[config.mk]
export PLATFORM = sky130hd
export DESIGN_NAME = rr_stream_arb
export DESIGN_NICKNAME = d
export VERILOG_FILES = /design/src/rtl/stream_arb_pkg.sv /design/src/rtl/arb_out_stage.sv /design/src/rtl/rr_stream_arb.sv
export SDC_FILE = /design/constraint.sdc
export NUM_CORES = 1
export LEC_CHECK = 0
export ABC_AREA = 1
export CAP_MARGIN = 30
export CELL_PAD_IN_SITES_DETAIL_PLACEMENT = 1
export CELL_PAD_IN_SITES_GLOBAL_PLACEMENT = 2
export CORE_MARGIN = 8
export CORE_UTILIZATION = 24
export CTS_BUF_LIST = sky130_fd_sc_hd__clkbuf_2 sky130_fd_sc_hd__clkbuf_4 sky130_fd_sc_hd__clkbuf_8
export DETAILED_ROUTE_END_ITERATION = 12
export GPL_ROUTABILITY_DRIVEN = 1
export HOLD_SLACK_MARGIN = 0.12
export PLACE_DENSITY = 0.84
export RECOVER_POWER = 100
export SETUP_SLACK_MARGIN = 0.15
export SYNTH_ARGS = -nofsm -noshare
export SYNTH_HDL_FRONTEND = slang
export SYNTH_SLANG_ARGS = --single-unit
[constraint.sdc]
create_clock -name clk -period 8.14 [get_ports clk]
set_clock_uncertainty 0.2 [all_clocks]
set_input_delay 1.221 -clock clk [delete_from_list [all_inputs] [get_ports clk]]
set_output_delay 1.221 -clock clk [all_outputs]
set_load 0.03 [all_outputs]
[src/rtl/stream_arb_pkg.sv]
// rtl/stream_arb_pkg.sv - shared types and round-robin search helper for rr_stream_arb
//   arb_state_t   : arbiter FSM states (IDLE, LOCKED)
//   stage_state_t : output stage occupancy (EMPTY, ONE, FULL)
//   rr_pick       : first set bit of mask at or above ptr, wrapping modulo n
package stream_arb_pkg;

    localparam int MAX_REQ = 16;

    typedef enum logic {
        IDLE,
        LOCKED
    } arb_state_t;

    typedef enum logic [1:0] {
        EMPTY,
        ONE,
        FULL
    } stage_state_t;

    // The search runs from the farthest offset down to offset 0 so that the
    // nearest set bit at or after ptr is the last one written and wins.
    // Returns ptr when mask is empty; callers check for an empty mask themselves.
    function automatic logic [3:0] rr_pick(input logic [MAX_REQ-1:0] mask,
                                           input logic [3:0]         ptr,
                                           input int unsigned        n);
        logic [3:0]  pick;
        int unsigned idx;
        pick = ptr;
        for (int i = MAX_REQ - 1; i >= 0; i--) begin
            idx = 32'(ptr) + 32'(i);
            if (idx >= n) begin
                idx = idx - n;
            end
            if ((32'(i) < n) && mask[idx[3:0]]) begin
                pick = idx[3:0];
            end
        end
        return pick;
    endfunction

endpackage

[src/rtl/arb_out_stage.sv]
// rtl/arb_out_stage.sv - 2-entry registered skid stage between the arbiter and downstream
//   clk, reset              : clock, synchronous active-high reset
//   push_data/valid/ready   : upstream side; push_ready comes from registered state only
//   pop_data/valid/ready    : downstream side; pop_data/pop_valid are registered
module arb_out_stage
    import stream_arb_pkg::*;
#(
    parameter int W = 35
) (
    input  logic         clk,
    input  logic         reset,
    input  logic [W-1:0] push_data,
    input  logic         push_valid,
    output logic         push_ready,
    output logic [W-1:0] pop_data,
    output logic         pop_valid,
    input  logic         pop_ready
);

    stage_state_t state, state_nxt;
    logic [W-1:0] head, head_nxt;
    logic [W-1:0] tail, tail_nxt;
    logic         push, pop;

    assign push_ready = (state != FULL);
    assign pop_valid  = (state != EMPTY);
    assign pop_data   = head;
    assign push       = push_valid && push_ready;
    assign pop        = pop_valid && pop_ready;

    // head is always the oldest entry; tail is only occupied when FULL.
    always_comb begin
        state_nxt = state;
        head_nxt  = head;
        tail_nxt  = tail;
        case (state)
            EMPTY: begin
                if (push) begin
                    state_nxt = ONE;
                    head_nxt  = push_data;
                end
            end
            ONE: begin
                if (push && pop) begin
                    head_nxt = push_data;
                end else if (push) begin
                    state_nxt = FULL;
                    tail_nxt  = push_data;
                end else if (pop) begin
                    state_nxt = EMPTY;
                end
            end
            FULL: begin
                // push_ready is low here, so only a pop can occur.
                if (pop) begin
                    state_nxt = ONE;
                    head_nxt  = tail;
                end
            end
            default: begin
                state_nxt = EMPTY;
            end
        endcase
    end

    always_ff @(posedge clk) begin
        if (reset) begin
            state <= EMPTY;
            head  <= '0;
            tail  <= '0;
        end else begin
            state <= state_nxt;
            head  <= head_nxt;
            tail  <= tail_nxt;
        end
    end

endmodule

[src/rtl/rr_stream_arb.sv]
// rtl/rr_stream_arb.sv - N-requester round-robin, packet-locked stream arbiter with registered output
//   clk, reset                 : clock, synchronous active-high reset
//   cfg_mask                   : per-requester eligibility for a new grant
//   i_valid/i_ready/i_data/i_last : per-requester beat interface, i_data packed DATA_W per requester
//   o_data/o_last/o_src/o_valid/o_ready : merged stream out of the skid stage
//   busy                       : high while a multi-beat packet holds the grant
module rr_stream_arb
    import stream_arb_pkg::*;
#(
    parameter int N_REQ  = 4,
    parameter int DATA_W = 32,
    parameter int SRC_W  = $clog2(N_REQ)
) (
    input  logic                    clk,
    input  logic                    reset,
    input  logic [N_REQ-1:0]        cfg_mask,
    input  logic [N_REQ-1:0]        i_valid,
    output logic [N_REQ-1:0]        i_ready,
    input  logic [N_REQ*DATA_W-1:0] i_data,
    input  logic [N_REQ-1:0]        i_last,
    output logic [DATA_W-1:0]       o_data,
    output logic                    o_last,
    output logic [SRC_W-1:0]        o_src,
    output logic                    o_valid,
    input  logic                    o_ready,
    output logic                    busy
);

    localparam int ENTRY_W = SRC_W + 1 + DATA_W;

    arb_state_t         state, state_nxt;
    logic [SRC_W-1:0]   gnt, gnt_nxt;
    logic [SRC_W-1:0]   rr_ptr, rr_ptr_nxt;

    logic [N_REQ-1:0]   eligible;
    logic [MAX_REQ-1:0] mask_ext;
    logic [3:0]         ptr_ext;
    logic [3:0]         pick_ext;
    logic               unused_pick_hi;
    logic [SRC_W-1:0]   pick;
    logic [SRC_W-1:0]   sel;
    logic [SRC_W-1:0]   sel_inc;
    logic [DATA_W-1:0]  sel_data;
    logic               sel_last;
    logic               push;
    logic               stage_ready;
    logic [ENTRY_W-1:0] stage_in;
    logic [ENTRY_W-1:0] stage_out;

    always_comb begin
        eligible                = i_valid & cfg_mask;
        mask_ext                = '0;
        mask_ext[N_REQ-1:0]     = eligible;
        ptr_ext                 = '0;
        ptr_ext[SRC_W-1:0]      = rr_ptr;
        pick_ext                = rr_pick(mask_ext, ptr_ext, N_REQ);
    end

    assign pick           = pick_ext[SRC_W-1:0];
    assign unused_pick_hi = ^pick_ext;

    // In LOCKED the mask is bypassed: the held requester always gets to finish.
    assign sel     = (state == LOCKED) ? gnt : pick;
    assign sel_inc = (32'(sel) == 32'(N_REQ - 1)) ? '0 : sel + SRC_W'(1);

    always_comb begin
        sel_data = '0;
        sel_last = 1'b0;
        i_ready  = '0;
        for (int k = 0; k < N_REQ; k++) begin
            if (sel == SRC_W'(k)) begin
                sel_data = i_data[k*DATA_W +: DATA_W];
                sel_last = i_last[k];
                if (!reset && ((state == LOCKED) || (|eligible))) begin
                    i_ready[k] = stage_ready;
                end
            end
        end
    end

    assign push     = |(i_valid & i_ready);
    assign stage_in = {sel, sel_last, sel_data};

    // The grant decision made this cycle only takes effect next cycle, so a
    // last-beat accept never regrants in the same cycle.
    always_comb begin
        state_nxt  = state;
        gnt_nxt    = gnt;
        rr_ptr_nxt = rr_ptr;
        case (state)
            IDLE: begin
                if (push) begin
                    if (sel_last) begin
                        rr_ptr_nxt = sel_inc;
                    end else begin
                        state_nxt = LOCKED;
                        gnt_nxt   = pick;
                    end
                end
            end
            LOCKED: begin
                if (push && sel_last) begin
                    state_nxt  = IDLE;
                    rr_ptr_nxt = sel_inc;
                end
            end
            default: begin
                state_nxt = IDLE;
            end
        endcase
    end

    always_ff @(posedge clk) begin
        if (reset) begin
            state  <= IDLE;
            gnt    <= '0;
            rr_ptr <= '0;
        end else begin
            state  <= state_nxt;
            gnt    <= gnt_nxt;
            rr_ptr <= rr_ptr_nxt;
        end
    end

    assign busy = (state == LOCKED);

    arb_out_stage #(
        .W(ENTRY_W)
    ) u_out_stage (
        .clk        (clk),
        .reset      (reset),
        .push_data  (stage_in),
        .push_valid (push),
        .push_ready (stage_ready),
        .pop_data   (stage_out),
        .pop_valid  (o_valid),
        .pop_ready  (o_ready)
    );

    assign {o_src, o_last, o_data} = stage_out;

endmodule

==> out/summary.txt <==
Final Slew Violations: 72
Die height: 156 um
Max stage delay on crit path: 1100 ps
Largest family of logic cells by synthesized area: simple AND/OR/NAND/NOR gates
Die area: 24,300 sq um
CTS tree: built
DP HPWL: 13,400 um
Gate Count Post-Synth: 743
Startpoint types: input pin
Number of global-route vias before repair: 5,418
Core Util, Final: 35.9%
Yosys Warn Count: 0
Largest net degree at the start of global routing: 66
Setup TNS: 0 ps
Root Driver: clkbuf_8
Clk Latency, worst-skew pair: 360 ps
Hold endpoint: u_out_stage.tail[25]$_SDFFE_PP0P_
Worst-Margin Slew: 2030 ps
Multiplexer share of the synthesized area: 6.81%
Vias/cell: 4.54
Slowest cell on the critical path: nand3_1
# H-tree levels: 3
Drt total wl: 19,000 um
DRC: 0
Reg2reg start: rr_ptr[0]$_SDFFE_PP0P_
Nets: 1,046
Hold Crit Class: flop to flop
Routed WL per cell: 16.3 um
XOR/XNOR Fraction of Synth Area: 0%
Clock Power Share: 11.5%
Fin crit share: 76.3%
Gr usage total: 15.3%
First-pass GRT wire length: 29,300 um
Worst vdd ir: 188 uV
Max Cap Viol: 2
WHS: 270 ps
Final WS setup: 1930 ps
Number of buffers added on ports: 183
Core ar.: 19,300 sq um
Cell Chain, Critical Path: dlygate4sd3_1, nand3_1, nand3_1, nand2_1, nor2_1, nand2_1, nand2_1, nand3_1, nand3_1, nand2_1, inv_1, ha_1, buf_4, nand4_1, nand2_1, nor2_1, inv_1, nand3_1, inv_2, nand2_1, a21oi_1
Max Clk Rate: 161 MHz
#FFs+latches synth: 77
Final antenna-violating net count: 0
Yosys cell types: 23
Top-area cell type share of the netlist area: 32.8%
Setup CP Type: input pin to flop
Comb power frac: 73.5%
Complex-gate fraction of the synthesized area: 18.2%
Gpl congestion: 0.787
Area contributors post-synth: dfxtp_1, nand2_1, a21oi_1
Antenna violations before repair: 1
Psw: 1.75 mW
Reg clk slew, reported paths: 80 ps
Leakage: 2.94 nW
Starting density of the core: 24.3%
Adder-cell area share of the yosys netlist: 1.86%
Most frequent CP cell: nand2_1
R2r setup slk: 2300 ps
Sequential area share after synthesis: 32.8%
Simple-gate area share of the yosys netlist: 30.4%
Final setup vio count: 0
Min cycle time layout: 6210 ps
Internal power: 1.42 mW
Crit path DAT: 6310 ps
Reg2reg path depth: 22
Die X: 156 um
CTS Hold Bufs: 0
Clock tree buffer depth: 2
DR iter-0 viols: 197
Pre-CTS setup slack: 2610 ps
Post-CTS Setup Bufs: 0
Avg Cell Area, Syn: 6.33 sq um
CP required: 8230 ps
PwrDens: 457 nW/um^2
Critical Path Start: i_valid[0]
Reg power frac: 14.9%
Nature of the critical path endpoint: flop
Final Hold Fails: 0
Failing checks: capacitance limit, slew limit
Mapped Nets: 893
Area growth syn-to-layout: 47.6%
First-pass iteration count of the detailed router: 4
Post-cts sizing count: 0
RSZ-0062 raised after global routing: no
Crit Path Max Fanout: 37
HP Start: u_out_stage.tail[25]$_SDFFE_PP0P_
Status: finished with violations
CTS Buf Count: 9
Main synth FF type: dfxtp_1
Row cnt: 51
Reg-to-reg endpoint: u_out_stage.tail[14]$_SDFFE_PP0P_
WHS Path Cells: 2
Vias after detailed routing: 5,294
Post-synth ARST share: 0%
Max transition margin: -35.2%
Switching Fraction: 55.3%
EDFF count, synth: 0
Fraction of layout cells with a size suffix above 1: 3.55%
Yosys top cell by area: dfxtp_1
Grt total ovfl: 0
Post-synthesis cell area: 4700 sq um
TritonCTS Sinks: 77
I/O pin cnt: 184
## power by group through the flow
stage	logic, mW	clock network (mW)	registers [mW]
final	2.33	0.366	0.474
after detailed placement	2.41	0	0.485
after global placement	2.41	0	0.483
after floorplan	1.61	0	0.557
after CTS	2.43	0.380	0.476
after global routing	2.63	0.397	0.481
## critical path, delay by kind of cell
| kind | cells | cell delay (ps) |
|---|---|---|
| compound gates | 1 | 170 |
| fa+ha+maj | 1 | 190 |
| buf+inv | 5 | 2300 |
| simple gates | 14 | 2380 |
## flip-flops by register name, indices dropped and copies added (netlist names)
register	cells
u_out_stage.pop_data	35
u_out_stage.tail	35
gnt	2
rr_ptr	2
u_out_stage.state	2
busy	1
## cell families after synthesis
| family | Yosys count |
|---|---|
| adders and majority gates | 7 |
| buffers and inverters | 116 |
| and+or+nand+nor | 364 |
| AOI/OAI and AO/OA | 147 |
| muxes | 32 |
| DFF | 77 |
## cells in the mapped netlist (2+ instances only)
master / instances
o21ai_0: 4
inv_2: 4
dfxtp_1: 77
nand3_1: 21
a21oi_1: 78
ha_1: 7
inv_1: 62
a31oi_1: 32
buf_6: 2
nand4_1: 4
buf_1: 10
nor2_1: 52
nor2_2: 2
o31ai_1: 32
buf_2: 11
mux2i_1: 32
clkbuf_1: 25
nand2_1: 283
## per-layer routing
layer | part of all wire (%) | GRT usage, %
met1 | 45 | 18.4
met2 | 49 | 26.2
met3 | 4.6 | 4.57
met4 | 1.5 | 3.84
met5 | 0 | 0
## cell type report
class	instances	area [sq um]
inverter	67	251
clock buffer	10	138
multi-input combinational	550	2690
sequential	77	1540
clock inverter	6	110
timing repair buffer	191	1880
fill	2475	12400
tap	265	332
antenna	1	2.50
## worst max path at each step
stage	end	cells past startpoint
6_report	u_out_stage.tail[14]$_SDFFE_PP0P_	21
4_1_cts	i_ready[0]	15
2_1_floorplan	i_ready[1]	15
5_1_grt	u_out_stage.tail[14]$_SDFFE_PP0P_	21
3_5_place_dp	i_ready[0]	15
3_3_place_gp	i_ready[0]	15
## layout by cell type, fill, tap and decap left out, drive strengths merged, types with 7 or more instances in the layout
cell type	count
a21oi	78
a31oi	32
buf	8
clkbuf	11
clkdlybuf4s50	140
dfxtp	77
dlygate4sd3	42
ha	7
inv	66
mux2i	32
nand2	283
nand3	22
nor2	55
o31ai	32
## metrics by stage
stage | power, mW | area, sq um | cells
final | 3.17 | 6940 | 1167
after global routing | 3.51 | 6940 | 1167
after CTS | 3.28 | 6960 | 1166
after detailed placement | 2.90 | 6710 | 1150
after global placement | 2.90 | 6710 | 1150
after floorplan | 2.16 | 4700 | 743
Power figures use the tool's default switching activity.
